===== config.mk =====
export PLATFORM = sky130hd
export DESIGN_NAME = packet_fifo_sf_flat
export DESIGN_NICKNAME = d
export VERILOG_FILES = /design/src/rtl/packet_fifo_sf_if.sv /design/src/rtl/packet_fifo_sf.sv /design/src/flat_wrapper.sv
export SDC_FILE = /design/constraint.sdc
export NUM_CORES = 2
export LEC_CHECK = 0
export CORE_ASPECT_RATIO = 1.25
export CORE_MARGIN = 4
export CORE_UTILIZATION = 25
export CTS_BUF_LIST = sky130_fd_sc_hd__clkbuf_8
export CTS_CLUSTER_DIAMETER = 80
export DETAILED_ROUTE_END_ITERATION = 16
export DONT_BUFFER_PORTS = 1
export PLACE_DENSITY = 0.48
export SETUP_SLACK_MARGIN = 0.2
export SLEW_MARGIN = 5
export SYNTH_ARGS = -nofsm -noshare
export SYNTH_HDL_FRONTEND = slang
export SYNTH_SLANG_ARGS = --single-unit

===== constraint.sdc =====
create_clock -name clk -period 4.9 [get_ports clk]
set_input_delay 0.49 -clock clk [delete_from_list [all_inputs] [get_ports clk]]
set_output_delay 0.49 -clock clk [all_outputs]
set_load 0.01 [all_outputs]

===== src/rtl/packet_fifo_sf_if.sv =====
// Bundled write/read/status signals of the store-and-forward packet FIFO.
// slave: the FIFO side (takes write beats and rd_ready, drives the read beat and status).
// master: the producer/consumer side, the mirror image of slave.
interface packet_fifo_sf_if #(
    parameter int DATA_W = 8,
    parameter int ADDR_W = 7,
    parameter int CNT_W  = 16
);
    logic              wr_en;
    logic              wr_first;
    logic              wr_last;
    logic              wr_abort;
    logic [DATA_W-1:0] wr_data;
    logic              rd_ready;
    logic              rd_valid;
    logic [DATA_W-1:0] rd_data;
    logic              rd_first;
    logic              rd_last;
    logic              empty;
    logic              full;
    logic [ADDR_W:0]   level;
    logic [ADDR_W:0]   pkt_count;
    logic [CNT_W-1:0]  drop_count;

    modport master (
        output wr_en, wr_first, wr_last, wr_abort, wr_data, rd_ready,
        input  rd_valid, rd_data, rd_first, rd_last,
        input  empty, full, level, pkt_count, drop_count
    );

    modport slave (
        input  wr_en, wr_first, wr_last, wr_abort, wr_data, rd_ready,
        output rd_valid, rd_data, rd_first, rd_last,
        output empty, full, level, pkt_count, drop_count
    );
endinterface


===== src/rtl/packet_fifo_sf.sv =====
// Store-and-forward packet FIFO: beats are staged and only become readable once the last beat lands.
// Latency: last beat accepted at edge N -> rd_valid after edge N+1 (output register free).
// Backpressure: 1-deep registered output held while rd_valid && !rd_ready; oversize packets are dropped whole.
// Ports: clk, rst (async active-high), bus (packet_fifo_sf_if.slave: write beats, read beat, status).
module packet_fifo_sf #(
    parameter int DATA_W = 8,
    parameter int ADDR_W = 7,
    parameter int CNT_W  = 16
) (
    input  logic             clk,
    input  logic             rst,
    packet_fifo_sf_if.slave  bus
);
    localparam int              DEPTH   = 1 << ADDR_W;
    localparam logic [ADDR_W:0] DEPTH_L = (ADDR_W+1)'(DEPTH);

    typedef enum logic [1:0] {IDLE, IN_PKT, DROP} wr_state_t;

    wr_state_t         state, state_nxt;
    logic [ADDR_W:0]   rd_ptr, commit_ptr, wr_ptr, wr_ptr_nxt;
    logic [ADDR_W:0]   base_ptr, base_level, level, pkt_count;
    logic [DATA_W+1:0] mem [DEPTH];
    logic              frame_err, accept, space_ok;
    logic              mem_we, commit, rd_load, rd_take_last;
    logic [1:0]        drop_add;
    logic [CNT_W:0]    drop_sum;
    logic [CNT_W-1:0]  drop_count;
    logic              rd_valid, rd_first, rd_last;
    logic [DATA_W-1:0] rd_data;

    // A first beat always lands at commit_ptr: in IDLE/DROP wr_ptr already equals it,
    // and in IN_PKT it is the framing-error rewind.
    assign base_ptr   = bus.wr_first ? commit_ptr : wr_ptr;
    assign base_level = base_ptr - rd_ptr;
    assign space_ok   = (base_level != DEPTH_L);
    assign frame_err  = (state == IN_PKT) && bus.wr_first;
    assign accept     = (state == IN_PKT) || bus.wr_first;

    // Write FSM: state register
    always_ff @(posedge clk or posedge rst) begin
        if (rst) state <= IDLE;
        else     state <= state_nxt;
    end

    // Write FSM: next state
    always_comb begin
        state_nxt = state;
        if (bus.wr_abort) begin
            state_nxt = IDLE;
        end else if (bus.wr_en) begin
            if (accept)
                state_nxt = bus.wr_last ? IDLE : (space_ok ? IN_PKT : DROP);
            else if (bus.wr_last)
                state_nxt = IDLE;
        end
    end

    // Write FSM: datapath controls
    always_comb begin
        mem_we     = 1'b0;
        wr_ptr_nxt = wr_ptr;
        commit     = 1'b0;
        drop_add   = 2'd0;
        if (bus.wr_abort) begin
            if (state == IN_PKT) begin
                wr_ptr_nxt = commit_ptr;
                drop_add   = 2'd1;
            end
        end else if (bus.wr_en) begin
            if (!accept) begin
                // stray continuation beat outside a packet counts as a drop; in DROP it is expected
                drop_add = {1'b0, state == IDLE};
            end else if (!space_ok) begin
                wr_ptr_nxt = commit_ptr;
                drop_add   = frame_err ? 2'd2 : 2'd1;
            end else begin
                mem_we     = 1'b1;
                wr_ptr_nxt = base_ptr + 1'b1;
                commit     = bus.wr_last;
                drop_add   = {1'b0, frame_err};
            end
        end
    end

    always_ff @(posedge clk) begin
        if (mem_we)
            mem[base_ptr[ADDR_W-1:0]] <= {bus.wr_first, bus.wr_last, bus.wr_data};
    end

    assign rd_load      = (!rd_valid || bus.rd_ready) && (rd_ptr != commit_ptr);
    assign rd_take_last = rd_valid && bus.rd_ready && rd_last;
    assign drop_sum     = {1'b0, drop_count} + (CNT_W+1)'(drop_add);

    always_ff @(posedge clk or posedge rst) begin
        if (rst) begin
            wr_ptr     <= '0;
            commit_ptr <= '0;
            rd_ptr     <= '0;
            rd_valid   <= 1'b0;
            rd_first   <= 1'b0;
            rd_last    <= 1'b0;
            rd_data    <= '0;
            pkt_count  <= '0;
            drop_count <= '0;
        end else begin
            wr_ptr <= wr_ptr_nxt;
            if (commit)
                commit_ptr <= wr_ptr_nxt;
            if (rd_load) begin
                {rd_first, rd_last, rd_data} <= mem[rd_ptr[ADDR_W-1:0]];
                rd_valid <= 1'b1;
                rd_ptr   <= rd_ptr + 1'b1;
            end else if (bus.rd_ready) begin
                rd_valid <= 1'b0;
            end
            case ({commit, rd_take_last})
                2'b10:   pkt_count <= pkt_count + 1'b1;
                2'b01:   pkt_count <= pkt_count - 1'b1;
                default: pkt_count <= pkt_count;
            endcase
            drop_count <= drop_sum[CNT_W] ? {CNT_W{1'b1}} : drop_sum[CNT_W-1:0];
        end
    end

    assign level          = wr_ptr - rd_ptr;
    assign bus.level      = level;
    assign bus.full       = (level == DEPTH_L);
    assign bus.empty      = (rd_ptr == commit_ptr) && !rd_valid;
    assign bus.pkt_count  = pkt_count;
    assign bus.drop_count = drop_count;
    assign bus.rd_valid   = rd_valid;
    assign bus.rd_first   = rd_first;
    assign bus.rd_last    = rd_last;
    assign bus.rd_data    = rd_data;
endmodule


===== src/flat_wrapper.sv =====
// flat-port wrapper written by rule: the top's interface ports become plain ports
module packet_fifo_sf_flat 
#(
    parameter int DATA_W = 8,
    parameter int ADDR_W = 7,
    parameter int CNT_W  = 16
)
  (clk, rst, bus_wr_en, bus_wr_first, bus_wr_last, bus_wr_abort, bus_wr_data, bus_rd_ready, bus_rd_valid, bus_rd_data, bus_rd_first, bus_rd_last, bus_empty, bus_full, bus_level, bus_pkt_count, bus_drop_count);
  packet_fifo_sf_if #(.DATA_W(DATA_W), .ADDR_W(ADDR_W), .CNT_W(CNT_W)) bus_i ();
  input  logic clk;
  input  logic rst;
  input wire logic [$bits(bus_i.wr_en)-1:0] bus_wr_en;
  input wire logic [$bits(bus_i.wr_first)-1:0] bus_wr_first;
  input wire logic [$bits(bus_i.wr_last)-1:0] bus_wr_last;
  input wire logic [$bits(bus_i.wr_abort)-1:0] bus_wr_abort;
  input wire logic [$bits(bus_i.wr_data)-1:0] bus_wr_data;
  input wire logic [$bits(bus_i.rd_ready)-1:0] bus_rd_ready;
  output wire logic [$bits(bus_i.rd_valid)-1:0] bus_rd_valid;
  output wire logic [$bits(bus_i.rd_data)-1:0] bus_rd_data;
  output wire logic [$bits(bus_i.rd_first)-1:0] bus_rd_first;
  output wire logic [$bits(bus_i.rd_last)-1:0] bus_rd_last;
  output wire logic [$bits(bus_i.empty)-1:0] bus_empty;
  output wire logic [$bits(bus_i.full)-1:0] bus_full;
  output wire logic [$bits(bus_i.level)-1:0] bus_level;
  output wire logic [$bits(bus_i.pkt_count)-1:0] bus_pkt_count;
  output wire logic [$bits(bus_i.drop_count)-1:0] bus_drop_count;
  assign bus_i.wr_en = bus_wr_en;
  assign bus_i.wr_first = bus_wr_first;
  assign bus_i.wr_last = bus_wr_last;
  assign bus_i.wr_abort = bus_wr_abort;
  assign bus_i.wr_data = bus_wr_data;
  assign bus_i.rd_ready = bus_rd_ready;
  assign bus_rd_valid = bus_i.rd_valid;
  assign bus_rd_data = bus_i.rd_data;
  assign bus_rd_first = bus_i.rd_first;
  assign bus_rd_last = bus_i.rd_last;
  assign bus_empty = bus_i.empty;
  assign bus_full = bus_i.full;
  assign bus_level = bus_i.level;
  assign bus_pkt_count = bus_i.pkt_count;
  assign bus_drop_count = bus_i.drop_count;
  packet_fifo_sf #(.DATA_W(DATA_W), .ADDR_W(ADDR_W), .CNT_W(CNT_W)) u_core (.clk(clk), .rst(rst), .bus(bus_i));
endmodule

-- Word level (Yosys, flattened, before mapping)
Memory sizes are Yosys's and may differ from the RTL's. A register that Yosys moved wholly into a read port is not among the register bits.
Cells that the tools add are included.
- bits in registers: 51
- bits in latches: 0
- bits in writable memories: 1280
- memory bits (read-only): 0
- input bits: 15
- output and inout port bits: 45
- memories kept: 1
- memory list (name ; words ; width ; rd ports ; clocked after Yosys merged registers in ; wr ports ; line ; text):
    u_core.mem ; 128 ; 10 ; 1 ; 1 ; 1 ; packet_fifo_sf.sv:22 ; logic [DATA_W+1:0] mem [DEPTH];
- add/subtract/negate cells: 7
- multipliers: 0
- div/mod/pow operators: 0
- $lt $le $gt $ge: 0
- eq/ne operators: 7
- shift-type cells: 0
- muxes and demuxes: 32
- bitwise gates (word level): 0
- reduce and logical (&&, ||, !) cells: 14
- operators with widths (cell ; number):
    8-bit two-way mux ; 6
    8-bit by 1-bit adder with 8-bit output, second input constant ; 3
    2-bit two-way mux ; 11
    16-bit by 2-bit adder with 17-bit output ; 1
    16-bit two-way mux ; 1
    8-bit case mux with 2 select lines ; 1
    8-bit subtractor ; 2
    1-bit two-way mux ; 13
    8-bit == test ; 1
    8-bit == test, second input constant ; 1
    8-bit != test ; 1
    8-bit != test, second input constant ; 1
    8-bit by 1-bit subtractor with 8-bit output, second input constant ; 1
    2-bit nonzero test ; 3
    1-bit logical AND ; 5
    2-bit by 1-bit == test with 1-bit output, second input constant ; 2
    3-bit nonzero test ; 1
    2-bit == test, second input constant ; 1
    2-bit logical NOT ; 1
    1-bit logical OR ; 2
    2-bit AND reduction ; 1
    1-bit logical NOT ; 1

-- Longest topological paths before layout
- depth in word-level cells: 9
- depth in mapped cells: 25
- mapped depth without buffers: 22

-- Worst setup path before layout
OpenSTA, ideal clock, no wires.
- path kind: register to register
- start point: register u_core.rd_ptr[1]
- end point: register u_core.drop_count[13], in the netlist u_core.bus.drop_count[13]
- library setup time: 0.068 ns
- data arrival time: 5.314 ns
- data required time: 4.832 ns
- path slack: -0.482 ns
- cell stages (with the launch flop): 26
- buffers on the path: 5
- cells stage by stage: dfrtp_1 -> buf_2 -> buf_2 -> buf_2 -> buf_1 -> inv_1 -> ha_1 -> and3b_1 -> or3_1 -> a211oi_2 -> o221ai_2 -> or3_4 -> inv_2 -> ha_1 -> a21o_1 -> a21oi_1 -> o21ai_0 -> ha_1 -> inv_1 -> fa_1 -> nor2_1 -> and3_1 -> and3_1 -> nand3_1 -> clkbuf_1 -> nand2_1
- longest elaborated chain between the ends: 8
- RTL lines (element ; line ; text):
    start: declaration ; packet_fifo_sf.sv:20 ; logic [ADDR_W:0] rd_ptr, commit_ptr, wr_ptr, wr_ptr_nxt;
    start signal: assignment ; packet_fifo_sf.sv:112 ; rd_ptr <= rd_ptr + 1'b1;
    8-bit subtractor ; packet_fifo_sf.sv:34 ; assign base_level = base_ptr - rd_ptr;
    8-bit != test ; packet_fifo_sf.sv:35 ; assign space_ok = (base_level != DEPTH_L);
    2-bit two-way mux ; packet_fifo_sf.sv:73 ; end else if (!space_ok) begin
    2-bit two-way mux ; packet_fifo_sf.sv:70 ; if (!accept) begin
    2-bit two-way mux ; packet_fifo_sf.sv:69 ; end else if (bus.wr_en) begin
    2-bit two-way mux ; packet_fifo_sf.sv:64 ; if (bus.wr_abort) begin
    16-bit by 2-bit adder with 17-bit output ; packet_fifo_sf.sv:92 ; assign drop_sum = {1'b0, drop_count} + (CNT_W+1)'(drop_add);
    16-bit two-way mux ; packet_fifo_sf.sv:121 ; drop_count <= drop_sum[CNT_W] ? {CNT_W{1'b1}} : drop_sum[CNT_W-1:0];
    end signal: assignment ; packet_fifo_sf.sv:121 ;
    end: declaration ; packet_fifo_sf.sv:27 ; logic [CNT_W-1:0] drop_count;
Every way passes these cells.
A chain may end at the register's enable or synchronous reset.

-- Worst setup path in the final report
- start point: register u_core.rd_ptr[0]
- end point: output port bus_full
- longest elaborated chain between the ends: 2
- RTL lines (element ; line ; text):
    8-bit subtractor ; packet_fifo_sf.sv:125 ; assign level = wr_ptr - rd_ptr;
    8-bit == test ; packet_fifo_sf.sv:127 ; assign bus.full = (level == DEPTH_L);
    end: declaration ; flat_wrapper.sv:23 ; output wire logic [$bits(bus_i.full)-1:0] bus_full;
Every way passes these cells.

==> results.sh <==
export IMPL_route_detailed_drc=0
export IMPL_fin_crit_sh=0.9059
export IMPL_dp_hpwl_um=87020
export IMPL_grt_first_pass_wirelength_um=218200
export IMPL_cts_made_buffers=200
export IMPL_num_vias=27900
export IMPL_die_h_um=525.9
export IMPL_setup_ws_ns=0.4609
export IMPL_required_ns=4.41
export IMPL_die_area_um2=222100
export IMPL_synthXorXnorAreaFrac=0.007346
export IMPL_crit_buf_inv=2
export IMPL_cts_reportedPaths_clkPinSlew_ns=0.07
export IMPL_internal_power_mw=20.98
export IMPL_yosysWarnings=0
export IMPL_ys_ff_latch=1341
export IMPL_holdCritStartpoint="bus_wr_data[0]"
export IMPL_viasPerCell=4.608
export IMPL_clk_path_buf_depth=3
export IMPL_swShare=0.3494
export IMPL_gp_congestion=0.7847
export IMPL_yosysUniqueCellTypes=66
export IMPL_start_util=0.2521
export IMPL_whs_ns=0.04880
export IMPL_cp_arrival_ns=3.95
export IMPL_final_layout_size_suffix_gt1_frac=0.2465
export IMPL_slowest_stage="dfrtp_4"
export IMPL_rsz0062_at_grt="false"
export IMPL_dieWidth_um=422.3
export IMPL_multi_input_area_um2=12970
export IMPL_worst_pin_slew_ns=1.192
export IMPL_syn_avg_cell_area_um2=18.99
export IMPL_regArea_um2=39980
export IMPL_finalPower_mw=32.25
export IMPL_fin_tns_setup_ns=0
export IMPL_grtUsageTotal=0.1344
export IMPL_port_buffers=0
export IMPL_synth_simple_area_share=0.04116
export IMPL_n_fill_cell=21040
export IMPL_async_flop_share=0.04549
export IMPL_synthCells=2825
export IMPL_synth_top_family_by_area="multiplexers"
export IMPL_clock_latency_ns=0.93
export IMPL_coreArea_um2=212800
export IMPL_place_ws_ns=-0.005966
export IMPL_ios=60
export IMPL_fin_crit_ns=4.439
export IMPL_synth_compound_area_frac=0.03557
export IMPL_crit_fanout=81
export IMPL_final_cell_mix="1,280 x edfxtp_1, 264 x mux4_2, 217 x buf_4, 207 x clkbuf_8, 176 x mux2i_1"
export IMPL_crit_path_end_kind="primary output"
export IMPL_cp_cell_sequence="buf_16, ha_1, fa_1, nor2b_1, o21ai_0, nand2b_1, xor2_1, or4_1, nor4b_1, buf_4"
export IMPL_cts_tree="built"
export IMPL_cpLargestDelayFamily="simple AND/OR/NAND/NOR gates"
export IMPL_seqPwrFrac=0.407
export IMPL_finalInstanceArea_um2=62400
export IMPL_fin_skew_ns=0.05433
export IMPL_worst_setup_path_start_kind="flop"
export IMPL_p_comb_frac=0.333
export IMPL_hold_path_class="in2reg"
export IMPL_r2r_start="u_core.commit_ptr[3]$_DFFE_PP0P_"
export IMPL_final_common_cell="edfxtp_1"
export IMPL_clkPwrFrac=0.260
export IMPL_muxShareOfSynthArea=0.1469
export IMPL_grt_pass1_vias=29190
export IMPL_max_stage_delay_ns=0.56
export IMPL_crit_type="reg2out"
export IMPL_timing_reg2reg_setup_slack_ns=0.48
export IMPL_row_count=189
export IMPL_ant_nets=0
export IMPL_p_switching_mw=11.27
export IMPL_nets=3167
export IMPL_grt_max_degree=132
export IMPL_grt_antenna_before_repair=3
export IMPL_ys_seq_area_frac=0.7449
export IMPL_wire_per_inst_um=25.14
export IMPL_timing_critical_path_from="u_core.rd_ptr[0]$_DFFE_PP0P_"
export IMPL_grt_ovfl_total=0
export IMPL_synth_nets=2871
export IMPL_cts_max_level=4
export IMPL_drtPass1Iterations=5
export IMPL_synth_top_flop_cell="edfxtp_1"
export IMPL_setup_violations=0
export IMPL_synthAdderAreaFrac=0.007650
export IMPL_peakVddDrop_uv=559.3
export IMPL_relSlewSlack=0.2052
export IMPL_area_growth_synth_to_final_pct=16.32
export IMPL_cts_sinks=1341
export IMPL_cap_violations=0
export IMPL_place_area_um2=58290
export IMPL_outcome="completed"
export IMPL_synth_area_um2=53650
export IMPL_drv_slew=0
export IMPL_finalHoldViolCount=0
export IMPL_power_density_nw_per_um2=516.8
export IMPL_drt_total_wl_um=152200
export IMPL_p_leak_nw=20.34
export IMPL_synth_edf_count=1280
export IMPL_max_freq_mhz=225.3
export IMPL_drt_iter0_drc=2329
export IMPL_cts_root_buf="clkbuf_8"
[synthesized netlist by cell type, types with 16 or more instances]
| cell | number | area, µm² |
|---|---|---|
| a21oi_1 | 66 | 330.3 |
| a221oi_1 | 34 | 297.8 |
| buf_2 | 57 | 285.3 |
| buf_4 | 16 | 120.1 |
| clkbuf_1 | 66 | 247.7 |
| dfrtp_1 | 61 | 1526 |
| edfxtp_1 | 1280 | 38440 |
| ha_1 | 28 | 350.3 |
| inv_1 | 37 | 138.9 |
| mux2i_1 | 180 | 1802 |
| mux4_2 | 264 | 5946 |
| nand2_1 | 144 | 540.5 |
| nand3_1 | 16 | 80.08 |
| nor2_1 | 164 | 615.6 |
| nor3_1 | 65 | 325.3 |
| o21ai_0 | 58 | 290.3 |
| o221ai_1 | 64 | 560.5 |
| xnor2_1 | 24 | 210.2 |
| xor2_1 | 21 | 183.9 |
[power groups by stage]
stage	Clock, mW	Combinational, mW	Sequential [mW]
floorplan	0	6.68	13.2
global route	9.17	11.4	13.1
CTS	8.66	10.8	13.1
finish	8.38	10.8	13.1
detailed placement	0	10.6	13.4
global placement	0	10.6	13.4
[metrics by stage]
step	util	std cells
finish	0.2932	6054
global route	0.2932	6054
CTS	0.2925	6040
detailed placement	0.2739	5657
global placement	0.2739	5657
floorplan	-	2825
[logic make-up after synthesis]
family	Yosys count
compound gates	277
buf+inv	196
mux	456
flops	1341
fa+ha+maj	31
xor+xnor	45
simple gates	479
[metal layers]
layer  track usage  part of all wire  up-vias
met2        0.2319              0.51      709
met1        0.1719              0.42    14880
met5             0                 0        -
met4       0.03838             0.024        0
li1              -                 -    12090
met3       0.02568             0.045      216
[state kept, by name, summed over array words and instances, names as in the netlist]
register	cells
u_core.bus.rd_valid	1
u_core.wr_ptr	8
u_core.bus.drop_count	16
u_core.bus.rd_last	1
u_core.bus.rd_data	8
u_core.rd_ptr	8
u_core.state	2
u_core.commit_ptr	8
u_core.mem	1280
u_core.bus.pkt_count	8
u_core.bus.rd_first	1
[final timing paths]
check | cells after the start | to
setup / recovery | 10 | bus_full
max in group asynchronous | 3 | u_core.rd_ptr[1]$_DFFE_PP0P_
hold reg to reg | 1 | u_core.bus.pkt_count[7]$_DFFE_PP0P_
hold / removal | 1 | u_core.mem[71][0]$_DFFE_PP_
setup reg to reg | 22 | u_core.bus.drop_count[14]$_DFF_PP0_
min in group asynchronous | 2 | u_core.wr_ptr[5]$_DFF_PP0_
[repair_timing]
action                      CTS  global route
setup buffers                 0            11
setup endpoints to repair     0            17
hold endpoints to repair   1325             0
hold buffers                 20             0
gates resized for setup       0            16
[area by class of cell]
type                            instances  area share
Clock inverter                        156     0.01171
Clock buffer                          207     0.04565
Antenna cell                            3   0.0001203
Inverter                               42    0.002647
Sequential cell                      1341      0.6407
Multi-Input combinational cell       1288      0.2079
Tap cell                             2769     0.05552
Timing Repair Buffer                  248     0.03579
No activity file was read; power rests on OpenSTA's default activity.
